File: src/rtl/classifier_argmax_layer3.sv
// Argmax decision stage behind the layer-3 classifier array.
// Snapshots all membranes on decide, then scans them serially with one comparator.
module classifier_argmax_layer3 #(
    parameter int BIT_WIDTH_MEMBRANE     = 16,
    parameter int BIT_WIDTH_BIG_MEMBRANE = 16,
    parameter int CLASSIFIER_SIZE        = 10,
    localparam int IDX_W = (CLASSIFIER_SIZE > 1) ? $clog2(CLASSIFIER_SIZE) : 1,
    localparam int CMP_W = (BIT_WIDTH_MEMBRANE > BIT_WIDTH_BIG_MEMBRANE)
                           ? BIT_WIDTH_MEMBRANE : BIT_WIDTH_BIG_MEMBRANE
) (
    input  logic                                         clk,
    input  logic                                         reset_n,
    input  logic                                         decide_i,
    input  logic                                         sel_big_i,
    input  logic [BIT_WIDTH_MEMBRANE*CLASSIFIER_SIZE-1:0]     membrane_i,
    input  logic [BIT_WIDTH_BIG_MEMBRANE*CLASSIFIER_SIZE-1:0] big_membrane_i,
    output logic                                         busy_o,
    output logic                                         result_valid_o,
    input  logic                                         result_ready_i,
    output logic [IDX_W-1:0]                             class_o,
    output logic [CMP_W-1:0]                             max_value_o,
    output logic [CMP_W-1:0]                             margin_o,
    output logic                                         tie_o,
    output logic                                         overrun_o
);

    localparam int W  = BIT_WIDTH_MEMBRANE;
    localparam int WB = BIT_WIDTH_BIG_MEMBRANE;
    localparam logic [IDX_W-1:0] LAST = IDX_W'(CLASSIFIER_SIZE - 1);
    localparam logic signed [CMP_W-1:0] MIN_VAL = {1'b1, {(CMP_W-1){1'b0}}};

    typedef enum logic [1:0] {IDLE, SCAN, HOLD} state_t;

    state_t state, state_next;
    logic   accept, finish;

    logic signed [CMP_W-1:0] snap [CLASSIFIER_SIZE];
    logic [IDX_W-1:0]        idx;

    logic signed [CMP_W-1:0] best, second, best_n, second_n, v;
    logic [IDX_W-1:0]        class_cur, class_n;
    logic                    tie_cur, tie_n;
    logic [CMP_W:0]          diff;
    logic [CMP_W-1:0]        margin_n;

    always_ff @(posedge clk or negedge reset_n) begin
        if (!reset_n) state <= IDLE;
        else          state <= state_next;
    end

    always_comb begin
        state_next = state;
        accept     = 1'b0;
        finish     = 1'b0;
        unique case (state)
            IDLE: if (decide_i) begin
                state_next = SCAN;
                accept     = 1'b1;
            end
            SCAN: if (idx == LAST) begin
                state_next = HOLD;
                finish     = 1'b1;
            end
            HOLD: if (result_ready_i) state_next = IDLE;
            default: state_next = IDLE;
        endcase
    end

    // Single comparator step on the entry addressed by idx
    always_comb begin
        v        = snap[idx];
        best_n   = best;
        second_n = second;
        class_n  = class_cur;
        tie_n    = tie_cur;
        if (idx == '0) begin
            best_n   = v;
            second_n = MIN_VAL;
            class_n  = '0;
            tie_n    = 1'b0;
        end else if (v > best) begin
            second_n = best;
            best_n   = v;
            class_n  = idx;
            tie_n    = 1'b0;
        end else if (v == best) begin
            tie_n    = 1'b1;
            second_n = v;
        end else if (v > second) begin
            second_n = v;
        end
    end

    always_comb begin
        diff = {best_n[CMP_W-1], best_n} - {second_n[CMP_W-1], second_n};
        if (CLASSIFIER_SIZE == 1) margin_n = '0;
        else if (diff[CMP_W])     margin_n = '1;
        else                      margin_n = diff[CMP_W-1:0];
    end

    always_ff @(posedge clk or negedge reset_n) begin
        if (!reset_n) begin
            for (int k = 0; k < CLASSIFIER_SIZE; k++) snap[k] <= '0;
            idx       <= '0;
            best      <= '0;
            second    <= '0;
            class_cur <= '0;
            tie_cur   <= 1'b0;
        end else if (accept) begin
            for (int k = 0; k < CLASSIFIER_SIZE; k++)
                snap[k] <= sel_big_i
                    ? CMP_W'(signed'(big_membrane_i[WB*k +: WB]))
                    : CMP_W'(signed'(membrane_i[W*k +: W]));
            idx <= '0;
        end else if (state == SCAN) begin
            best      <= best_n;
            second    <= second_n;
            class_cur <= class_n;
            tie_cur   <= tie_n;
            idx       <= idx + 1'b1;
        end
    end

    // Result registers hold through IDLE and the next scan
    always_ff @(posedge clk or negedge reset_n) begin
        if (!reset_n) begin
            class_o     <= '0;
            max_value_o <= '0;
            margin_o    <= '0;
            tie_o       <= 1'b0;
            overrun_o   <= 1'b0;
        end else begin
            overrun_o <= decide_i && (state != IDLE);
            if (finish) begin
                class_o     <= class_n;
                max_value_o <= best_n;
                margin_o    <= margin_n;
                tie_o       <= (CLASSIFIER_SIZE == 1) ? 1'b0 : tie_n;
            end
        end
    end

    assign busy_o         = (state != IDLE);
    assign result_valid_o = (state == HOLD);

endmodule

File: config.mk
export PLATFORM = sky130hd
export DESIGN_NAME = classifier_argmax_layer3
export DESIGN_NICKNAME = d
export VERILOG_FILES = /design/src/rtl/classifier_argmax_layer3.sv
export SDC_FILE = /design/constraint.sdc
export NUM_CORES = 1
export LEC_CHECK = 0
export ABC_CLOCK_PERIOD_IN_PS = 11700
export CELL_PAD_IN_SITES_DETAIL_PLACEMENT = 0
export CELL_PAD_IN_SITES_GLOBAL_PLACEMENT = 1
export CORE_UTILIZATION = 33
export DETAILED_ROUTE_END_ITERATION = 12
export GPL_ROUTABILITY_DRIVEN = 0
export PLACE_DENSITY_LB_ADDON = 0.1
export SYNTH_ARGS = -nofsm -noshare
export SYNTH_HDL_FRONTEND = slang
export SYNTH_SLANG_ARGS = --single-unit
File: constraint.sdc
create_clock -name clk -period 11.7 [get_ports clk]
set_clock_uncertainty 0.05 [all_clocks]
set_input_delay 1.755 -clock clk [delete_from_list [all_inputs] [get_ports clk]]
set_output_delay 1.755 -clock clk [all_outputs]
set_load 0.01 [all_outputs]
==> flow_summary.toml <==
[pwr]
max-vdd-ir-drop_uv = 303
switching_share_pct = 47.3
comb_power_share_pct = 67.1
clkPwrFrac_pct = 11.9
seqPwrFrac_pct = 21.1
cellPowerDensity_nw_per_um2 = 381
cell_internal_power_dissipation_uw = 3780
leakage_uw = 0.00835
total_switching_power_uw = 3390

[detailed_routing]
viasPerCell = 5.07
post_drt_wl_per_cell_um = 20.4
drt_drc_violations_left = 3
drt-total-wl_um = 45300
route.vias.total = 11273
drt_pass1_iterations = 11
drt_first_iter_violations = 700
route.antenna.remaining_nets = 0

[critical_path]
worst_r2r_path_depth = 20
worst_ep_arrival_time_ns = 8.04
cp_data_required_time_ns = 12.09
worst-setup-path-type = "flip-flop to flip-flop"
setup.worst_path.end_class = "flip-flop"
r2r-end = "margin_o[13]"
timing.critical_path.fanout_max = 44
rrSetupSlack_ns = 4.04
rr_startpoint = "idx[0]"
critPathLaunchType = "flip-flop"

[synth]
synth_top_area_cell = "dfrtp_1"
synthTopCellsByArea = "dfrtp_1 (44%), mux2i_1 (13%), o21ai_0 (6.6%), nand2_1 (5.4%), mux4_2 (5.2%)"
synth_edf_count = 0
synth-main-ff-cell = "dfrtp_1"
area_share_of_the_largest_cell_type_after_synthesis_pct = 43.5
syn-cell-area_um2 = 13900
synth_area_per_cell_um2 = 10.2
synthCells = 1357
post_synth_num_cell_types = 67
synth_nets = 1734
ys_seq_area_share_pct = 43.5
yosys_warnings = 0
synth_seq_cells = 241
async_flop_share_pct = 100

[flow_run]
drv.max_cap_violation_count = 0

[finish]
final_util_pct = 45.8
multi_input_area_um2 = 7200
instances_no_fill = 2223
areaGrowthSynthToFinish_pct = 35.8
filler_cell_count = 4013
layout.cells.most_common_list = "clkdlybuf4s50_1 (362), dfrtp_1 (239), nand2_1 (199)"
area.sequential_um2 = 6040
mostFrequentLayoutCell = "clkdlybuf4s50_1"
final_net_count = 2051
antenna_cells_inserted = 0
fraction_of_layout_cells_with_a_size_suffix_above_1_pct = 8.22

[sta]
tightest_slew_ns = 1.06
timing.max_slew.rel_slack_pct = 28.9
period_needed_ns = 7.66
fin_crit_share_pct = 65.4
highest_attainable_clock_frequency_mhz = 131
setup_repair_after_global_routing_missed_its_margin = "no"
final.setup.tns_ns = 0
final_hold_viol_count = 0
setup_viol = 0
drv_slew = 0
worst_slack_on_hold_paths_ns = 0.422

[status]
failing_checks = "design-rule violations"
status = "finished, violations left"

[die]
io_pins = 365
std_cell_rows = 74
core_area_um2 = 41100
dieHeight_um = 207
initial_core_util_pct = 33.7
die_w_um = 207
die_area_um2 = 42800

[min_path]
timing.hold.worst_endpoint = "class_o[3]"
min-delay-start = "class_o[3]"
worst_hold_stages = 2
hold_path_class = "flip-flop to flip-flop"

[clock_tree]
post_cts_buffers = 0
clock_insertion_delay_worst_skew_ns = 0.57
clock_tree.htree_level_count = 1
cts_tree = "done"
cts-buffers-inserted = 28
cts.root.buffer_cell = "clkbuf_16"
holdBufCountCts = 0
ctsResizeCount = 0
numClockSinks = 241
cts.path.max_buffers = 3
clk_pin_slew_worst_paths_ns = 0.06

[global_routing]
grt_pass1_wl_um = 68500
grt_remaining_overflow = 0
antenna_found_initial = 1
first_global_vias = 11717
total_track_usage_pct = 21.1
maximum_number_of_pins_on_one_net_before_global_route_repair = 169

[placement]
dp_hpwl_um = 34700
numPlacedInstances = 2176
port_buffers = 364
## synth_stat cells, types with 3 or more instances
cell type,instances
a21o_1,3
a21oi_1,33
a221o_1,4
a221oi_1,13
a2bb2oi_1,14
and2_1,3
and3_1,5
buf_1,4
buf_2,13
clkbuf_1,74
dfrtp_1,241
ha_1,51
inv_1,61
mux2_1,11
mux2_2,35
mux2i_1,185
mux4_2,32
nand2_1,200
nand2b_1,3
nand3_1,14
nand4_1,18
nor2_1,45
nor2b_1,9
nor3_1,4
o211ai_1,17
o21a_1,3
o21ai_0,182
o21bai_1,4
o22a_1,3
o22ai_1,3
o32ai_1,13
or3_1,4
xnor2_1,8
xor2_1,3
## how the worst max path moves through the flow
stage | from | endpoint | slack, ns | cells after the start
after floorplan | idx[0] | margin_o[13] | 5.65 | 24
after global placement | idx[0] | margin_o[13] | 4.26 | 20
after detailed placement | idx[0] | margin_o[13] | 4.04 | 20
after CTS | idx[0] | margin_o[13] | 4.01 | 20
after global routing | idx[0] | margin_o[13] | 3.40 | 20
final | idx[0] | margin_o[13] | 4.04 | 20
## stage by stage
step	worst slack, ns	area [µm²]	power [µW]
2_1_floorplan	5.65	13900	4900
3_3_place_gp	4.26	17900	6320
3_5_place_dp	4.04	17900	6350
4_1_cts	4.01	18800	7230
5_1_grt	3.40	18800	7780
6_report	4.04	18800	7170
## kinds of logic after synthesis
| group | after synthesis | synth area share (%) |
|---|---|---|
| DFF | 241 | 43.5 |
| AOI/OAI and AO/OA | 320 | 14.4 |
| xor gates and xnor gates | 11 | 0.696 |
| buffers and inverters | 156 | 4.57 |
| and+or+nand+nor | 314 | 9.79 |
| adders and majority gates | 52 | 4.75 |
| muxes | 263 | 22.3 |
## sequential cells by signal (all words and copies together), names as in the netlist
register     flops
best            16
class_cur        4
class_o          4
idx              4
margin_o        16
max_value_o     16
overrun_o        1
second          16
snap           160
state            2
tie_cur          1
tie_o            1
## worst max-delay path, cell delays in order, from the launching register on
cell and delay (ns):
dfrtp_4 0.76, nor2_1 0.86, a221oi_1 0.18, o32ai_1 0.80, ha_1 0.40, a21oi_1 0.13
a21oi_1 0.08, or3_1 0.36, or4_1 0.50, and3_1 0.33, buf_4 0.28, mux2i_1 0.21
a2bb2oi_1 0.31, ha_1 0.28, nor2b_1 0.14, o2111ai_1 0.24, a31oi_1 0.20, and4_1 0.27
o41ai_2 0.59, mux2i_1 0.16, o32a_1 0.34
## area by class of cell
class	instances	area share [%]
Multi-Input combinational cell	960	38.3
Sequential cell	241	32.1
Timing Repair Buffer	382	20.2
Clock buffer	42	4.27
Tap cell	532	3.54
Inverter	61	1.22
Clock inverter	5	0.412
## per-layer routing
layer  part of all wire [%]  global-route usage, %
met5                      0                      0
met3                    3.9                   2.61
met4                    2.2                   4.87
met1                     43                   27.5
met2                     50                   37.3
## power groups by stage
stage,clock network (µW),logic [µW],registers [µW]
5_1_grt,903,5310,1570
4_1_cts,873,4840,1520
6_report,850,4810,1510
2_1_floorplan,0,3480,1420
3_3_place_gp,0,4800,1520
3_5_place_dp,0,4820,1530
(Power assumes the default switching activity.)
==> variant, RTL diff (same flow settings) <==
Make the reset (`reset_n`) synchronous in 3 clocked blocks.
--- a/src/rtl/classifier_argmax_layer3.sv
+++ b/src/rtl/classifier_argmax_layer3.sv
@@ -45,3 +45,3 @@
 
-    always_ff @(posedge clk or negedge reset_n) begin
+    always_ff @(posedge clk) begin
         if (!reset_n) state <= IDLE;
@@ -100,3 +100,3 @@
 
-    always_ff @(posedge clk or negedge reset_n) begin
+    always_ff @(posedge clk) begin
         if (!reset_n) begin
@@ -124,3 +124,3 @@
     // Result registers hold through IDLE and the next scan
-    always_ff @(posedge clk or negedge reset_n) begin
+    always_ff @(posedge clk) begin
         if (!reset_n) begin
Behaviour: differs if reset_n is asserted again (counterexample within 4 cycles, from zero or initial values and one cycle with reset_n low); with reset_n held inactive, the same outputs for 10 cycles.
==> variant against the unedited design <==
  * Sequential cell count grew 4
  * Synthesized area shrank 0.78%
  * Critical path depth grew 3
  * Synthesized cell count shrank 9.3%
  * Design area grew 0.39%
  * Worst setup slack gained 370 ps
  * Routed wire length shrank 0.74%
  * Core utilization grew 0.38 points
  * Critical endpoint is now margin_o[15]
Power is not compared: it rests on default switching activity, and its combinational part moved more than twofold at a synthesized area within 25%.
==> variant: results (changes against the unedited design) <==
Async SR Flop Fraction 0% (-100 points); Worst EP arrival 7680 ps (-360 ps); later-pin clock latency in the skew report 550 ps (-20 ps); number of fill cells 3856 (-3.9%); hpwl dp 34520 µm (-0.42%); layout cells sized above 1 8.270% (+0.050 points); outcome finished clean; Yosys cell types 73 (+9.0%); CP peak stage delay 950 ps (+90 ps); Synth top cells by count 207 x mux2i_1, 202 x nor2_1, 160 x edfxtp_1; Reg-to-Reg End margin_o[15]; reg2reg path depth 23 (+15%); Synth Flop Type edfxtp_1; Initial DRT Pass Iterations 4 (-7); pin count of the biggest net entering global routing 106 (-37%); Hold Path End class_o[2]; final net count 1940 (-5.4%); beginning of the worst hold path class_o[2]; Place WS 4370 ps (+331.1 ps); register area share after synthesis 47.33% (+3.8 points); initial antenna violation count 0 (-1); syn_nets 1608 (-7.3%); CP Max Fanout 48 (+9.1%); via/cell ratio 5.054 (-0.33%); Iteration-0 DRC Markers 553 (-21%); slowest cell on the critical path dfxtp_4; first-pass GRT wire length 66740 µm (-2.6%)
[variant: worst register-to-register path: stages (launching register included)]
cell and delay (ps):
dfxtp_4 950, mux4_2 610, nor2b_1 140, a211oi_1 510
a21oi_1 210, ha_1 370, nand4_1 140, nor4_4 300
nor3_1 80, o31a_1 210, nor2_1 740, buf_4 370
o21ai_0 110, nor2_1 110, ha_1 170, inv_1 60
fa_1 400, a21oi_1 200, nand4b_1 170, and4b_1 270
o21ai_0 150, a21oi_1 230, inv_1 260, o311ai_0 360
[variant: power groups by stage]
stage | registers (W) | logic [W] | clock network (W)
after floorplan | 0.00101 | 0.000347 | 0
after global placement | 0.00103 | 0.000567 | 0
after detailed placement | 0.00103 | 0.000565 | 0
after CTS | 0.00101 | 0.000568 | 0.000970
after global routing | 0.00102 | 0.000613 | 0.00101
final | 0.00101 | 0.000562 | 0.000953
[variant: through the flow]
stage	cells	hold WS [ps]	total power [W]	utilization, %	instance area (µm²)
after CTS	2116	402.0	0.002550	46.15	18890
after global placement	2065	392.8	0.001599	43.68	17870
after global routing	2116	434.9	0.002636	46.15	18890
after floorplan	1231	382.2	0.001358	-	13750
after detailed placement	2065	395.5	0.001596	43.68	17870
final	2116	404.6	0.002527	46.15	18890
[variant: cells by family after synthesis]
kind of cell	Yosys count	synth area share (%)
flops	245	47.33
xor+xnor	14	0.8921
fa+ha+maj	52	4.788
compound gates	239	11.48
buf+inv	123	3.714
mux	254	21.71
simple gates	304	10.09
[variant: worst max path at each step]
stage	from	to	slack [ps]
6_report	register	margin_o[15]	4420
3_3_place_gp	register	margin_o[15]	4540
2_1_floorplan	reset_n	snap[0][0]	5370
3_5_place_dp	register	margin_o[15]	4370
5_1_grt	register	margin_o[15]	3740
4_1_cts	register	margin_o[15]	4380
[variant: routing by layer]
metal	track usage, %	part of all wire [%]	up-vias
met5	0	0	-
met2	36.35	49	337
met4	5.383	2.2	0
met1	27.69	44	5100
li1	-	-	5210
met3	3.169	5.0	48
[variant: final cells by class]
| class | count | area share [%] |
|---|---|---|
| inverter | 44 | 0.8745 |
| clock buffer | 36 | 4.200 |
| tap | 532 | 3.524 |
| timing repair buffer | 381 | 19.99 |
| multi-input combinational | 863 | 35.78 |
| clock inverter | 15 | 1.159 |
| sequential | 245 | 34.47 |
